File: config.mk
export PLATFORM = sky130hd
export DESIGN_NAME = uart_xcvr
export DESIGN_NICKNAME = d
export VERILOG_FILES = /design/src/rtl/uart_xcvr.sv
export SDC_FILE = /design/constraint.sdc
export NUM_CORES = 1
export LEC_CHECK = 0
export CAP_MARGIN = 20
export CORE_UTILIZATION = 30
export CTS_CLUSTER_DIAMETER = 200
export DETAILED_ROUTE_END_ITERATION = 16
export GPL_TIMING_DRIVEN = 0
export PLACE_DENSITY_LB_ADDON = 0.05
export SLEW_MARGIN = 20
export SYNTH_ARGS = -nofsm -noshare
export SYNTH_HDL_FRONTEND = slang
export SYNTH_HIERARCHICAL = 1
export SYNTH_SLANG_ARGS = --single-unit
File: constraint.sdc
create_clock -name clk -period 3.6 [get_ports clk]
set_input_delay 1.08 -clock clk [delete_from_list [all_inputs] [get_ports clk]]
set_output_delay 1.08 -clock clk [all_outputs]
set_load 0.03 [all_outputs]
File: src/rtl/uart_xcvr.sv
// rtl/uart_xcvr.sv - full-duplex UART transceiver with TX/RX FIFOs and valid/ready byte streams
//
// Optional feature macro: UART_PARITY_EN (even parity bit after the data bits).
// Ports:
//   clk, rst                       system clock, synchronous active-high reset
//   tx_data/tx_valid/tx_ready      byte stream into the TX FIFO
//   rx_data/rx_valid/rx_ready      byte stream out of the RX FIFO (first-word fall-through)
//   uart_tx / uart_rx              serial line out / in (idle high, uart_rx asynchronous)
//   tx_busy                        transmitter active or TX FIFO holding data
//   rx_frame_err/rx_overrun/rx_parity_err  single-cycle receive error pulses

module uart_xcvr_fifo #(
    parameter int WIDTH = 8,
    parameter int DEPTH = 16
) (
    input  logic             clk,
    input  logic             rst,
    input  logic [WIDTH-1:0] wr_data,
    input  logic             wr_en,
    input  logic             rd_en,
    output logic [WIDTH-1:0] rd_data,
    output logic             full,
    output logic             empty
);
    localparam int AW   = $clog2(DEPTH);
    localparam int CNTW = AW + 1;

    logic [WIDTH-1:0] mem [DEPTH];
    logic [AW-1:0]    wr_ptr;
    logic [AW-1:0]    rd_ptr;
    logic [CNTW-1:0]  count;
    logic             do_wr;
    logic             do_rd;

    // Flags come from the registered occupancy only.
    assign full    = (count == CNTW'(DEPTH));
    assign empty   = (count == '0);
    assign do_wr   = wr_en && !full;
    assign do_rd   = rd_en && !empty;
    assign rd_data = mem[rd_ptr];

    always_ff @(posedge clk) begin
        if (do_wr) begin
            mem[wr_ptr] <= wr_data;
        end
    end

    always_ff @(posedge clk) begin
        if (rst) begin
            wr_ptr <= '0;
            rd_ptr <= '0;
            count  <= '0;
        end else begin
            if (do_wr) begin
                wr_ptr <= wr_ptr + AW'(1);
            end
            if (do_rd) begin
                rd_ptr <= rd_ptr + AW'(1);
            end
            case ({do_wr, do_rd})
                2'b10:   count <= count + CNTW'(1);
                2'b01:   count <= count - CNTW'(1);
                default: count <= count;
            endcase
        end
    end
endmodule

module uart_xcvr #(
    parameter int FREQ       = 50_000_000,
    parameter int BAUD       = 115200,
    parameter int DATA_BITS  = 8,
    parameter int FIFO_DEPTH = 16
) (
    input  logic                 clk,
    input  logic                 rst,
    input  logic [DATA_BITS-1:0] tx_data,
    input  logic                 tx_valid,
    output logic                 tx_ready,
    output logic [DATA_BITS-1:0] rx_data,
    output logic                 rx_valid,
    input  logic                 rx_ready,
    output logic                 uart_tx,
    input  logic                 uart_rx,
    output logic                 tx_busy,
    output logic                 rx_frame_err,
    output logic                 rx_overrun,
    output logic                 rx_parity_err
);
    localparam int BIT_CLKS = (FREQ + BAUD / 2) / BAUD;
    localparam int CW       = $clog2(BIT_CLKS);
    localparam int IW       = $clog2(DATA_BITS);

    localparam logic [CW-1:0] BIT_LAST  = CW'(BIT_CLKS - 1);
    localparam logic [CW-1:0] HALF_LAST = CW'(BIT_CLKS / 2 - 1);
    localparam logic [IW-1:0] IDX_LAST  = IW'(DATA_BITS - 1);

    typedef enum logic [2:0] {
        TX_IDLE, TX_START, TX_DATA, TX_PARITY, TX_STOP
    } tx_state_t;

    typedef enum logic [2:0] {
        RX_IDLE, RX_START, RX_DATA, RX_PARITY, RX_STOP, RX_WAIT
    } rx_state_t;

    // ---------------- transmit path ----------------
    logic                 tx_full;
    logic                 tx_empty;
    logic [DATA_BITS-1:0] tx_head;
    logic                 tx_pop;

    tx_state_t            tx_state, tx_state_n;
    logic [CW-1:0]        tx_cnt, tx_cnt_n;
    logic [IW-1:0]        tx_idx, tx_idx_n;
    logic [DATA_BITS-1:0] tx_shift, tx_shift_n;
    logic                 tx_line, tx_line_n;
`ifdef UART_PARITY_EN
    logic                 tx_par, tx_par_n;
`endif

    uart_xcvr_fifo #(.WIDTH(DATA_BITS), .DEPTH(FIFO_DEPTH)) u_tx_fifo (
        .clk     (clk),
        .rst     (rst),
        .wr_data (tx_data),
        .wr_en   (tx_valid),
        .rd_en   (tx_pop),
        .rd_data (tx_head),
        .full    (tx_full),
        .empty   (tx_empty)
    );

    assign tx_ready = !tx_full;
    assign tx_busy  = (tx_state != TX_IDLE) || !tx_empty;
    assign uart_tx  = tx_line;

    // The line flop is loaded with the value of the bit being entered, so
    // uart_tx changes on the same edge as the state and stays glitch-free.
    always_comb begin
        tx_state_n = tx_state;
        tx_cnt_n   = tx_cnt + CW'(1);
        tx_idx_n   = tx_idx;
        tx_shift_n = tx_shift;
        tx_line_n  = tx_line;
        tx_pop     = 1'b0;
`ifdef UART_PARITY_EN
        tx_par_n   = tx_par;
`endif
        case (tx_state)
            TX_IDLE: begin
                tx_cnt_n  = '0;
                tx_line_n = 1'b1;
                if (!tx_empty) begin
                    tx_pop     = 1'b1;
                    tx_shift_n = tx_head;
`ifdef UART_PARITY_EN
                    tx_par_n   = ^tx_head;
`endif
                    tx_state_n = TX_START;
                    tx_line_n  = 1'b0;
                end
            end
            TX_START: begin
                if (tx_cnt == BIT_LAST) begin
                    tx_cnt_n   = '0;
                    tx_idx_n   = '0;
                    tx_state_n = TX_DATA;
                    tx_line_n  = tx_shift[0];
                end
            end
            TX_DATA: begin
                if (tx_cnt == BIT_LAST) begin
                    tx_cnt_n   = '0;
                    tx_shift_n = tx_shift >> 1;
                    if (tx_idx == IDX_LAST) begin
`ifdef UART_PARITY_EN
                        tx_state_n = TX_PARITY;
                        tx_line_n  = tx_par;
`else
                        tx_state_n = TX_STOP;
                        tx_line_n  = 1'b1;
`endif
                    end else begin
                        tx_idx_n  = tx_idx + IW'(1);
                        tx_line_n = tx_shift[1];
                    end
                end
            end
`ifdef UART_PARITY_EN
            TX_PARITY: begin
                if (tx_cnt == BIT_LAST) begin
                    tx_cnt_n   = '0;
                    tx_state_n = TX_STOP;
                    tx_line_n  = 1'b1;
                end
            end
`endif
            TX_STOP: begin
                if (tx_cnt == BIT_LAST) begin
                    tx_cnt_n = '0;
                    // Chain straight into the next start bit when data waits.
                    if (!tx_empty) begin
                        tx_pop     = 1'b1;
                        tx_shift_n = tx_head;
`ifdef UART_PARITY_EN
                        tx_par_n   = ^tx_head;
`endif
                        tx_state_n = TX_START;
                        tx_line_n  = 1'b0;
                    end else begin
                        tx_state_n = TX_IDLE;
                        tx_line_n  = 1'b1;
                    end
                end
            end
            default: begin
                tx_cnt_n   = '0;
                tx_state_n = TX_IDLE;
                tx_line_n  = 1'b1;
            end
        endcase
    end

    always_ff @(posedge clk) begin
        if (rst) begin
            tx_state <= TX_IDLE;
            tx_cnt   <= '0;
            tx_idx   <= '0;
            tx_shift <= '0;
            tx_line  <= 1'b1;
`ifdef UART_PARITY_EN
            tx_par   <= 1'b0;
`endif
        end else begin
            tx_state <= tx_state_n;
            tx_cnt   <= tx_cnt_n;
            tx_idx   <= tx_idx_n;
            tx_shift <= tx_shift_n;
            tx_line  <= tx_line_n;
`ifdef UART_PARITY_EN
            tx_par   <= tx_par_n;
`endif
        end
    end

    // ---------------- receive path ----------------
    logic                 rx_meta;
    logic                 rx_sync;
    logic                 rx_prev;
    logic                 rx_full;
    logic                 rx_empty;

    rx_state_t            rx_state, rx_state_n;
    logic [CW-1:0]        rx_cnt, rx_cnt_n;
    logic [IW-1:0]        rx_idx, rx_idx_n;
    logic [DATA_BITS-1:0] rx_shift, rx_shift_n;
    logic                 rx_push, rx_push_n;
    logic                 ferr_q, ferr_n;
    logic                 ovr_q;
`ifdef UART_PARITY_EN
    logic                 par_bad, par_bad_n;
    logic                 perr_q, perr_n;
`endif

    // Push is registered so the byte enters the FIFO the cycle after the
    // stop sample; rx_shift is untouched until the next frame's data bits.
    uart_xcvr_fifo #(.WIDTH(DATA_BITS), .DEPTH(FIFO_DEPTH)) u_rx_fifo (
        .clk     (clk),
        .rst     (rst),
        .wr_data (rx_shift),
        .wr_en   (rx_push),
        .rd_en   (rx_ready),
        .rd_data (rx_data),
        .full    (rx_full),
        .empty   (rx_empty)
    );

    assign rx_valid     = !rx_empty;
    assign rx_frame_err = ferr_q;
    assign rx_overrun   = ovr_q;
`ifdef UART_PARITY_EN
    assign rx_parity_err = perr_q;
`else
    assign rx_parity_err = 1'b0;
`endif

    always_comb begin
        rx_state_n = rx_state;
        rx_cnt_n   = rx_cnt + CW'(1);
        rx_idx_n   = rx_idx;
        rx_shift_n = rx_shift;
        rx_push_n  = 1'b0;
        ferr_n     = 1'b0;
`ifdef UART_PARITY_EN
        par_bad_n  = par_bad;
        perr_n     = 1'b0;
`endif
        case (rx_state)
            RX_IDLE: begin
                rx_cnt_n = '0;
                if (rx_prev && !rx_sync) begin
                    rx_state_n = RX_START;
                end
            end
            RX_START: begin
                // Mid start bit: a line back high means the edge was a glitch.
                if (rx_cnt == HALF_LAST) begin
                    rx_cnt_n = '0;
                    if (rx_sync) begin
                        rx_state_n = RX_IDLE;
                    end else begin
                        rx_idx_n   = '0;
                        rx_state_n = RX_DATA;
                    end
                end
            end
            RX_DATA: begin
                if (rx_cnt == BIT_LAST) begin
                    rx_cnt_n   = '0;
                    rx_shift_n = {rx_sync, rx_shift[DATA_BITS-1:1]};
                    if (rx_idx == IDX_LAST) begin
`ifdef UART_PARITY_EN
                        rx_state_n = RX_PARITY;
`else
                        rx_state_n = RX_STOP;
`endif
                    end else begin
                        rx_idx_n = rx_idx + IW'(1);
                    end
                end
            end
`ifdef UART_PARITY_EN
            RX_PARITY: begin
                if (rx_cnt == BIT_LAST) begin
                    rx_cnt_n   = '0;
                    par_bad_n  = rx_sync ^ (^rx_shift);
                    rx_state_n = RX_STOP;
                end
            end
`endif
            RX_STOP: begin
                if (rx_cnt == BIT_LAST) begin
                    rx_cnt_n = '0;
                    if (!rx_sync) begin
                        ferr_n     = 1'b1;
                        rx_state_n = RX_WAIT;
                    end else begin
`ifdef UART_PARITY_EN
                        if (par_bad) begin
                            perr_n = 1'b1;
                        end else begin
                            rx_push_n = 1'b1;
                        end
`else
                        rx_push_n = 1'b1;
`endif
                        rx_state_n = RX_IDLE;
                    end
                end
            end
            RX_WAIT: begin
                // A low stop bit leaves the line low; only re-arm once it idles.
                rx_cnt_n = '0;
                if (rx_sync) begin
                    rx_state_n = RX_IDLE;
                end
            end
            default: begin
                rx_cnt_n   = '0;
                rx_state_n = RX_IDLE;
            end
        endcase
    end

    always_ff @(posedge clk) begin
        if (rst) begin
            rx_meta  <= 1'b1;
            rx_sync  <= 1'b1;
            rx_prev  <= 1'b1;
            rx_state <= RX_IDLE;
            rx_cnt   <= '0;
            rx_idx   <= '0;
            rx_shift <= '0;
            rx_push  <= 1'b0;
            ferr_q   <= 1'b0;
            ovr_q    <= 1'b0;
`ifdef UART_PARITY_EN
            par_bad  <= 1'b0;
            perr_q   <= 1'b0;
`endif
        end else begin
            rx_meta  <= uart_rx;
            rx_sync  <= rx_meta;
            rx_prev  <= rx_sync;
            rx_state <= rx_state_n;
            rx_cnt   <= rx_cnt_n;
            rx_idx   <= rx_idx_n;
            rx_shift <= rx_shift_n;
            rx_push  <= rx_push_n;
            ferr_q   <= ferr_n;
            // A push into a full FIFO is dropped regardless of a same-cycle pop.
            ovr_q    <= rx_push && rx_full;
`ifdef UART_PARITY_EN
            par_bad  <= par_bad_n;
            perr_q   <= perr_n;
`endif
        end
    end
endmodule

### Word level (Yosys, flattened, before mapping)

Memory sizes are Yosys's and may differ from the RTL's. A register that Yosys moved wholly into a read port is not among the register bits.
Cells that the tools add are included.
W data, S select, Z words.

| storage, ports and cells | value |
|---|---|
| register bits | 79 |
| memory bits (writable) | 256 |
| output and inout port bits | 15 |
| word-level logic and storage cells | 156 |
| memories | 2 |

| operators by class | value |
|---|---|
| add/subtract/negate cells | 12 |
| eq/ne operators | 32 |
| multiplexer cells | 53 |
| bitwise logic cells | 3 |
| reductions and logical operators | 33 |

Memories:

| name | words | width | rd ports | clocked after memory_dff | write ports | line | source |
|---|---|---|---|---|---|---|---|
| u_rx_fifo.mem | 16 | 8 | 1 | 1 | 1 | 28 | `logic [WIDTH-1:0] mem [DEPTH];` |
| u_tx_fifo.mem | 16 | 8 | 1 | 1 | 1 | 28 |  |

Operators by type and width:

| cell | count |
|---|---|
| $mux W3 | 19 |
| $ne A2 B2 Y1 const B | 14 |
| $mux W8 | 3 |
| $pmux W8 S3 | 1 |
| $pmux W5 S2 | 2 |
| $add A9 B1 Y9 const B | 2 |
| $eq A9 B9 Y1 const B | 2 |
| $mux W9 | 2 |
| $pmux W9 S2 | 1 |
| $add A4 B1 Y4 const B | 4 |
| $mux W4 | 4 |
| $eq A3 B3 Y1 const B | 5 |
| $pmux W3 S5 | 1 |
| $mux W1 | 14 |
| $pmux W3 S2 | 2 |
| $pmux W3 S4 | 1 |
| $add A5 B1 Y5 const B | 2 |
| $eq A5 B5 Y1 const B | 2 |
| $logic_not A5 Y1 | 2 |
| $reduce_and A5 Y1 | 2 |
| $sub A5 B1 Y5 const B | 2 |
| $eq A9 B8 Y1 const B | 1 |
| $reduce_or A3 Y1 | 3 |
| $reduce_bool A2 Y1 | 4 |
| other kinds (19) | 38 |

### Depth between registers and ports, before layout

Gate-level depths: netlist (run 1).

| depth | value |
|---|---|
| depth in word-level cells | 7 |
| depth in mapped cells | 16 |

### Hierarchy

The synthesis (run 1) kept the hierarchy.

Modules (own cells, without submodules):

| module | instances | cells each | area an instance (um2) | sequential area each (um2) |
|---|---|---|---|---|
| uart_xcvr_fifo | 2 | 330 | 5891.9 | 4184.0 |
| uart_xcvr | 1 | 270 | 2551.2 | 1061.0 |

### Worst setup path before layout (run 1)

OpenSTA, ideal clock, no wires.

| timing | value |
|---|---|
| path kind | reg-to-reg |
| from | register u_tx_fifo.count[1] |
| to | register u_tx_fifo.count[4] |
| setup time | 0.129 ns |
| arrival time | 2.960 ns |
| slack | 0.511 ns |
| stages on the path, launching flop included | 16 |
| path buffers | 3 |
| period minus slack after synthesis | 3.089 ns |
| path through | dfxtp_1 > buf_6 > or4_4 > buf_6 > nor2_1 > nor3_1 > nor2b_1 > o21ai_4 > inv_1 > ha_1 > clkbuf_1 > xor2_1 > ha_1 > o31ai_1 > o22ai_1 > nand4bb_1 |

| between the ends | value |
|---|---|
| cells in the longest elaborated chain, start to end | 7 |
| elaborated cells between the ends (all ways) | 15 |
| those cells by class | add/sub: 2; eq/ne: 3; mux: 4; reduce/logical: 6 |

RTL lines:

| item | line | source |
|---|---|---|
| start, declared | 31 | `logic [CNTW-1:0] count;` |
| start signal, assigned | 61 | `2'b10: count <= count + CNTW'(1);` |
| start signal, assigned | 62 | `2'b01: count <= count - CNTW'(1);` |
| start signal, assigned | 63 | `default: count <= count;` |
| $logic_not A5 Y1 (*) | 37 | `assign empty = (count == '0);` |
| net tx_empty | 108 | `logic tx_empty;` |
| $mux W1 (*) | 152, 201 |  |
| $mux W1 | 198 | `if (tx_cnt == BIT_LAST) begin` |
| $pmux W1 S2 (*) | 148 | `case (tx_state)` |
| net tx_pop | 110 | `logic tx_pop;` |
| $logic_and A1 B1 Y1 (*) | 39 | `assign do_rd = rd_en && !empty;` |
| net u_tx_fifo.do_rd | 33 | `logic do_rd;` |
| $eq A2 B1 Y1 / $eq A2 B2 Y1 (equally long branches) | 60 | `case ({do_wr, do_rd})` |
| $pmux W5 S2 / $reduce_bool A2 Y1 (equally long branches) | n/a |  |

Mark *: on every way through the listed nets, which the timed path passes. The rest lies on a longest branch.
A chain may end at the register's enable or synchronous reset.

### Worst setup path in the final report (run 1)

| timing | value |
|---|---|
| from | register u_tx_fifo.count[1] |
| to | output tx_ready |

| between the ends | value |
|---|---|
| cells in the longest elaborated chain, start to end | 2 |

RTL lines:

| item | line | source |
|---|---|---|
| $eq A5 B5 Y1 | 36 | `assign full = (count == CNTW'(DEPTH));` |
| net tx_full | 107 | `logic tx_full;` |
| $logic_not A1 Y1 | 132 | `assign tx_ready = !tx_full;` |
| end, declared | 79 | `output logic tx_ready,` |

The timed path passes the listed nets, and every way through them passes these cells.

==> flow_summary.yaml, run 1 <==
status:
  status: "finished with violations"
  violations: "DRC"
logic_synthesis:
  ys_types: 73
  syn_nets: 968
  synth_edf_count: 256
  synth-xor-area-share: 0.01833
  netlist_area_sq_um: 14330
  ys_seq_elements: 343
  synth-compound-area-share: 0.06284
  synthArstFlopShare: 0
  yosysWarnings: 6
  yosys.area_share.simple: 0.09139
  syn_inst: 930
  synthFlopType: "edfxtp_1"
  ys_seq_area_frac: 0.6578
  synthAdderAreaFrac: 0.02182
  muxShareOfSynthArea: 0.1230
  syn_avg_cell_area_sq_um: 15.41
  synth_top_family_by_area: "multiplexers"
drt:
  drc: 1
  drt_iter0_markers: 365
  post_drt_wl_per_cell_microns: 20.14
  viasPerCell: 4.800
  vias: 7882
  drt-pass1-iter-count: 10
  final_antenna_net_count: 0
  finalWirelength_mm: 33.08
sta:
  worst_slew_pin_slew_ps: 1102
  fmax_mhz: 288.5
  drv_slew: 0
  min_period_ps: 3467
  rsz0062_at_grt: "false"
  skew_ps: 18.13
  hold_viol_final: 0
  setup_violations: 0
  relSlewSlack: 0.2625
  period_share: 0.9630
clocking:
  htreeDepth: 2
  numCtsBuffers: 40
  clk_latency_ps: 550
  postCtsHoldBufs: 0
  cts_tree: "done"
  cts_root_buf: "clkbuf_16"
  max-clock-path-buffers: 3
  clk_pin_slew_ps: 60
  post_cts_buffers: 0
  clock_sinks: 343
layout:
  seq_area_sq_um: 9433
  area_growth_pct: 16.86
  multi_input_area_sq_um: 4637
  finalNonFillerCells: 1642
  nNetsFinal: 1041
  diodes: 0
  final_core_util: 0.3576
  mostFrequentLayoutCells: "256 x edfxtp_1, 86 x nor2_1, 86 x dfxtp_1"
  fill_cells: 4543
  drive_gt1_frac: 0.1932
  fin_area_sq_um: 16750
  final_common_cell: "edfxtp_1"
critical_path:
  cp.arrival_ps: 2390
  endpoint_kind: "primary output"
  crit_required_ps: 2520
  critPathMaxFanout: 8
  start_kind: "flop"
  worstReg2RegStart: "u_tx_fifo/count[1]"
  critical_path_class: "reg2out"
  cp-startpoint: "u_tx_fifo/count[1]"
floorplanning:
  die_area_sq_um: 48660
  die_y_microns: 220.6
  pin_count: 28
  initial_core_util: 0.3060
  fp-row-count: 79
  core_sq_um: 46850
  die_w_microns: 220.6
power:
  peakVddDrop_mv: 0.3546
  power_leakage_uw: 0.005705
  power_uw: 10690
  powerDensity_nw_per_um2: 638.2
flow_run:
  maxCapViolations: 0
placed_design:
  globalplace.congestion: 0.6964
  dpl.cell_count: 1569
  io_buffer_count: 26
  dp_hpwl_mm: 21.81
  dpl-instance-area_sq_um: 15440
min_path:
  min_path_type: "reg2reg"
  holdCritStartpoint: "rx_meta"
global_routing:
  grt_pass1_vias: 8233
  grt_first_pass_wirelength_mm: 50.99
  grt_max_degree: 19
  grt-ovfl-total: 0
  groute.usage.overall: 0.1413
  antenna_found_initial: 0
cells in the mapped netlist, types with 6 or more instances:
cell type	number	area (sq um)
mux4_2	64	1441
inv_1	17	63.81
buf_1	7	26.28
nor3_1	24	120.1
nand2_1	49	183.9
nor2b_1	11	68.82
a22oi_1	33	247.7
nand3_1	13	65.06
clkbuf_1	27	101.4
ha_1	25	312.8
mux2i_1	31	310.3
a31o_1	7	61.31
edfxtp_1	256	7687
a2111oi_0	8	70.07
xnor2_1	12	105.1
buf_2	15	75.07
xor2_1	18	157.7
and2_1	6	37.54
and3_1	9	56.30
nand3b_1	6	45.04
dfxtp_1	87	1742
nor2_1	87	326.6
timing repair:
item | CTS | global route
resized for setup | 33 | 15
gates cloned | 0 | 0
endpoints found under the setup margin | 10 | 8
final timing paths:
| check | cells past startpoint | endpoint | slack (ps) |
|---|---|---|---|
| worst min-delay path | 1 | rx_sync | 410 |
| worst min register to register | 1 | rx_sync | 410 |
| worst max register to register | 15 | u_tx_fifo/count[4] | 320 |
| worst max-delay path | 6 | tx_ready | 130 |
metal layers:
metal  track usage  share of wire
met5             0              0
met4       0.04361          0.018
met3       0.02186          0.027
met2        0.2370           0.50
met1        0.1876           0.46
worst max-delay path, stage by stage (launching register included):
cell             delay [ps]
dfxtp_1                 300
buf_6                   130
or4_4                   500
buf_6                   160
nor2_1                  110
inv_1                    50
clkdlybuf4s50_1         590
power by group:
| group | leakage, uW | total (uW) | switching [uW] | internal, uW |
|---|---|---|---|---|
| Sequential | 0.00305 | 4500 | 100 | 4400 |
| Clock | 0.000603 | 3850 | 1570 | 2280 |
| Combinational | 0.00205 | 2340 | 1350 | 998 |
area by class of cell:
class	instances	share of cell area
clock buffer	53	0.06513
tap	607	0.04534
clock inverter	21	0.009485
timing repair buffer	32	0.01680
inverter	19	0.004257
buffer	56	0.01912
multi-input combinational	511	0.2768
sequential	343	0.5631
cell families (layout without fill, tap and decap cells):
kind of cell | count (synthesis) | after routing
flops | 343 | 343
xor+xnor | 30 | 30
buf+inv | 76 | 181
fa+ha+maj | 25 | 25
compound gates | 106 | 106
mux | 96 | 96
other cells | 1 | 1
simple gates | 253 | 253
state kept, by name (all words and copies together), names as in the netlist, 3 cells and up, named ones only:
signal            flops
u_rx_fifo/count       5
tx_idx                3
u_tx_fifo/mem       128
rx_idx                3
u_rx_fifo/mem       128
u_tx_fifo/rd_ptr      4
rx_cnt                9
u_tx_fifo/count       5
rx_shift              8
rx_state              3
u_rx_fifo/wr_ptr      4
u_rx_fifo/rd_ptr      4
u_tx_fifo/wr_ptr      4
tx_shift              8
tx_state              3
tx_cnt                9
metrics by stage:
step | setup WS, ps | hold WS (ps) | setup TNS, ps
after floorplan | 511.0 | 389.5 | 0
after global placement | -218.1 | 393.5 | -1879
after detailed placement | -232.8 | 396.7 | -1186
after CTS | 7.213 | 412.8 | 0
after global routing | 7.645 | 415.7 | 0
final | 133.2 | 408.7 | 0
Power figures use the tool's default switching activity.
==> inputs of run 2 (changes only) <==
- CTS_CLUSTER_DIAMETER: 200 -> 100
- SKIP_LAST_GASP: not set -> 1
==> flow_summary.yaml, run 2 (synthesis results as in run 1) <==
status:
  status: "finished with violations"
  violations: "DRC"
floorplanning:
  die_y_microns: 220.6
  core_sq_um: 46850
  fp-row-count: 79
  die_w_microns: 220.6
  initial_core_util: 0.3060
  die_area_sq_um: 48660
  pin_count: 28
sta:
  skew_ps: 18.31
  min_period_ps: 3469
  rsz0062_at_grt: "true"
  period_share: 0.9636
  drv_slew: 0
  worst_slew_pin_slew_ps: 1101
  relSlewSlack: 0.2632
  fin_tns_setup_ps: 0
  setup_violations: 0
  hold_viol_final: 0
  fmax_mhz: 288.3
critical_path:
  start_kind: "flop"
  cpMostUsedCell: "buf_6"
  endpoint_kind: "primary output"
  critical_path_class: "reg2out"
  critical-path-slowest-cell: "or4_4"
  crit_required_ps: 2520
  cp_cell_sequence: "buf_6 -> or4_4 -> buf_6 -> nor2_2 -> nand3_1 -> clkdlybuf4s15_2"
  cpPeakStageDelay_ps: 500
  critPathMaxFanout: 8
  worst-r2r-setup-slack_ps: 250
  cp.arrival_ps: 2390
drt:
  post_drt_wl_per_cell_microns: 20.15
  drc: 1
  viasPerCell: 4.789
  drt_iter0_markers: 341
  vias: 7864
  drt-pass1-iter-count: 11
  finalWirelength_mm: 33.09
  final_antenna_net_count: 0
clocking:
  max-clock-path-buffers: 3
  postCtsHoldBufs: 0
  htreeDepth: 2
  clk_pin_slew_ps: 60
  clock_sinks: 343
  cts_root_buf: "clkbuf_16"
  post_cts_buffers: 0
  clk_latency_ps: 550
  cts_tree: "done"
  numCtsBuffers: 40
power:
  power_uw: 10680
  p_sw_frac: 0.2826
  switchingPower_uw: 3019
  p_int_uw: 7666
  seqPwrFrac: 0.421
  peakVddDrop_mv: 0.3464
  power_leakage_uw: 0.005704
  powerDensity_nw_per_um2: 638.3
  pwr-share-comb: 0.219
  clkPwrFrac: 0.361
global_routing:
  grt-ovfl-total: 0
  grt_max_degree: 19
  groute.usage.overall: 0.1413
  antenna_found_initial: 0
  grt_first_pass_wirelength_mm: 51.00
  grt_pass1_vias: 8239
flow_run:
  maxCapViolations: 0
layout:
  final_common_cell: "edfxtp_1"
  nNetsFinal: 1041
  area_growth_pct: 16.77
  biggestRegsByFlops: "u_rx_fifo/mem: 128 flops, u_tx_fifo/mem: 128 flops"
  mostFrequentLayoutCells: "256 x edfxtp_1, 86 x nor2_1, 86 x dfxtp_1"
  drive_gt1_frac: 0.1932
  diodes: 0
placed_design:
  globalplace.congestion: 0.6964
  dp_hpwl_mm: 21.81
  io_buffer_count: 26
min_path:
  min_path_type: "reg2reg"
## run 2: changes by cell type in the layout (fill, tap and decap cells not counted), sizes merged
| cell | previous run | this run |
|---|---|---|
| buf | 36 | 37 |
| clkbuf | 83 | 82 |
## run 2: per-stage QoR
stage	setup WS (ps)	instance area, sq um	hold slack [ps]	std cells	utilization
CTS	-47.26	16730	412.8	1642	0.3571
finish	131.2	16740	408.7	1642	0.3573
floorplan	511.0	14340	389.5	930	-
global placement	-218.1	15350	393.5	1563	0.3277
global route	-46.92	16740	415.7	1642	0.3573
detailed placement	-232.8	15440	396.7	1569	0.3295
## run 2: power groups by stage
stage | clock [uW] | combinational, uW | sequential (uW)
after floorplan | 0 | 1720 | 4550
after global placement | 0 | 2370 | 4570
after detailed placement | 0 | 2380 | 4570
after CTS | 4000 | 2380 | 4500
after global routing | 4130 | 2590 | 4520
final | 3850 | 2340 | 4500
## run 2: worst paths after layout
kind,startpoint,end,depth (start not counted)
max reg2reg,u_tx_fifo/count[1],u_tx_fifo/count[4],15
min,rx_meta,rx_sync,1
max,u_tx_fifo/count[1],tx_busy,6
min reg2reg,rx_meta,rx_sync,1
## run 2: repair_timing
action | CTS | global route
endpoints found under the hold margin | 0 | 0
cloned | 0 | 0
resized for setup | 30 | 17
setup endpoints to repair | 10 | 9
## run 2: metal layers
layer  global-route usage  wire (microns)
met1               0.1874           15250
met2               0.2372           16360
met3              0.02186             893
met4              0.04361             592
met5                    0               0
## run 2: critical path: cells and delay by family, from the launching register on
| family | cells | cell delay [ps] |
|---|---|---|
| buffers and inverters | 3 | 620 |
| flip-flops | 1 | 300 |
| AND/OR/NAND/NOR | 3 | 920 |
## run 2: layout make-up
type / count / area (sq um)
plain buffers: 56 / 320.3
clock buffers: 53 / 1091
clock inverters: 21 / 158.9
fillers: 4546 / 30110
inverters: 19 / 71.32
multi-input cells: 511 / 4623
flip-flops and latches: 343 / 9433
well taps: 607 / 759.5
repair buffers: 32 / 281.5
==> inputs of run 3 (changes only) <==
- GPL_ROUTABILITY_DRIVEN: not set -> 0
- RECOVER_POWER: not set -> 25
==> flow_summary.yaml, run 3 (synthesis results as in run 1) <==
status:
  status: "finished with violations"
  violations: "DRC"
critical_path:
  r2r_cells: 15
  critical_path_class: "reg2out"
  crit_family: "simple AND/OR/NAND/NOR gates"
  cp.arrival_ps: 2390
  endpoint_kind: "primary output"
  critPathBufInv: 3
  critical-path-slowest-cell: "or4_4"
  worst-r2r-setup-slack_ps: 250
  cpMostUsedCell: "buf_6"
  start_kind: "flop"
  cpPeakStageDelay_ps: 500
  crit_required_ps: 2520
  path_depth: 6
  critPathMaxFanout: 8
  cp_cell_sequence: "buf_6 -> or4_4 -> buf_6 -> nor2_2 -> nand3_1 -> clkdlybuf4s15_2"
clocking:
  post_cts_buffers: 0
  cts_root_buf: "clkbuf_16"
  clk_pin_slew_ps: 60
  htreeDepth: 2
  cts_tree: "done"
  max-clock-path-buffers: 3
  clk_latency_ps: 550
  numCtsBuffers: 40
  postCtsHoldBufs: 0
  clock_sinks: 343
layout:
  fin_area_sq_um: 16740
  diodes: 0
  mostFrequentLayoutCells: "256 x edfxtp_1, 86 x nor2_1, 86 x dfxtp_1"
  finalNonFillerCells: 1642
  area_growth_pct: 16.77
  final_common_cell: "edfxtp_1"
  drive_gt1_frac: 0.1932
  biggestRegsByFlops: "u_rx_fifo/mem: 128 flops, u_tx_fifo/mem: 128 flops"
  nNetsFinal: 1041
floorplanning:
  die_w_microns: 220.6
  fp-row-count: 79
  pin_count: 28
  initial_core_util: 0.3060
  core_sq_um: 46850
  die_area_sq_um: 48660
  die_y_microns: 220.6
drt:
  post_drt_wl_per_cell_microns: 20.15
  finalWirelength_mm: 33.09
  drc: 1
  drt_iter0_markers: 341
  viasPerCell: 4.790
  final_antenna_net_count: 0
  vias: 7866
  drt-pass1-iter-count: 11
global_routing:
  groute.usage.overall: 0.1413
  grt_pass1_vias: 8239
  grt_first_pass_wirelength_mm: 51.00
  grt-ovfl-total: 0
  grt_max_degree: 19
  antenna_found_initial: 0
placed_design:
  dp_hpwl_mm: 21.81
  dpl.cell_count: 1569
  io_buffer_count: 26
  dpl-instance-area_sq_um: 15440
  place_worst_setup_slack_ps: -232.8
sta:
  fin_tns_setup_ps: 0
  fin_hold_ws_ps: 408.7
  drv_slew: 0
  fin_ws_ps: 131.2
  fmax_mhz: 288.3
  relSlewSlack: 0.2632
  period_share: 0.9636
  rsz0062_at_grt: "true"
  hold_viol_final: 0
  setup_violations: 0
  min_period_ps: 3469
  skew_ps: 18.31
  worst_slew_pin_slew_ps: 1101
flow_run:
  maxCapViolations: 0
power:
  powerDensity_nw_per_um2: 638.3
  peakVddDrop_mv: 0.3464
  power_leakage_uw: 0.005704
min_path:
  hold_depth: 1
  min_path_type: "reg2reg"
## run 3: cell count changes in the layout (fill, tap and decap cells not counted), sizes merged
cell and delta:
dlygate4sd3 +2, clkdlybuf4s50 -2
## run 3: where the power goes
| group | internal (uW) | switching (uW) |
|---|---|---|
| Sequential | 4400 | 101 |
| Combinational | 993 | 1340 |
| Clock | 2280 | 1580 |
| Total | 7670 | 3020 |
## run 3: through the flow
step,power [uW],utilization
3_3_place_gp,6948,0.3277
2_1_floorplan,6270,-
6_report,10680,0.3573
5_1_grt,11230,0.3573
4_1_cts,10880,0.3571
3_5_place_dp,6947,0.3295
## run 3: repair_timing
item	in CTS	in global routing
endpoints found under the setup margin	10	9
hold endpoints to repair	0	0
resized for setup	30	17
## run 3: worst register-to-register path, cell delays in order (launching register included)
cell       delay [ps]
dfxtp_1           300
buf_6             130
or4_4             500
buf_6             160
nor2_2            210
nor3_1             90
nor2b_2           220
o21ai_4           110
inv_1              70
ha_1              210
clkbuf_2          200
xor2_1            170
ha_1              250
o31ai_2           310
o22ai_1           130
nand4bb_1         170
## run 3: metal layers
layer,global-route usage,share of wire
met3,0.02186,0.027
met4,0.04361,0.018
met1,0.1874,0.46
met5,0,0
met2,0.2372,0.49
## run 3: path summary, 6_finish.rpt
path                                      endpoint                from
worst max-delay path                       tx_busy  u_tx_fifo/count[1]
worst min-delay path                       rx_sync             rx_meta
worst max register to register  u_tx_fifo/count[4]  u_tx_fifo/count[1]
worst min register to register             rx_sync             rx_meta
## run 3: layout make-up
| type | instances | area (sq um) |
|---|---|---|
| inverters | 19 | 71.32 |
| multi-input cells | 511 | 4623 |
| repair buffers | 32 | 281.5 |
| clock buffers | 53 | 1091 |
| plain buffers | 56 | 320.3 |
| fillers | 4546 | 30110 |
| clock inverters | 21 | 158.9 |
| flip-flops and latches | 343 | 9433 |
| well taps | 607 | 759.5 |
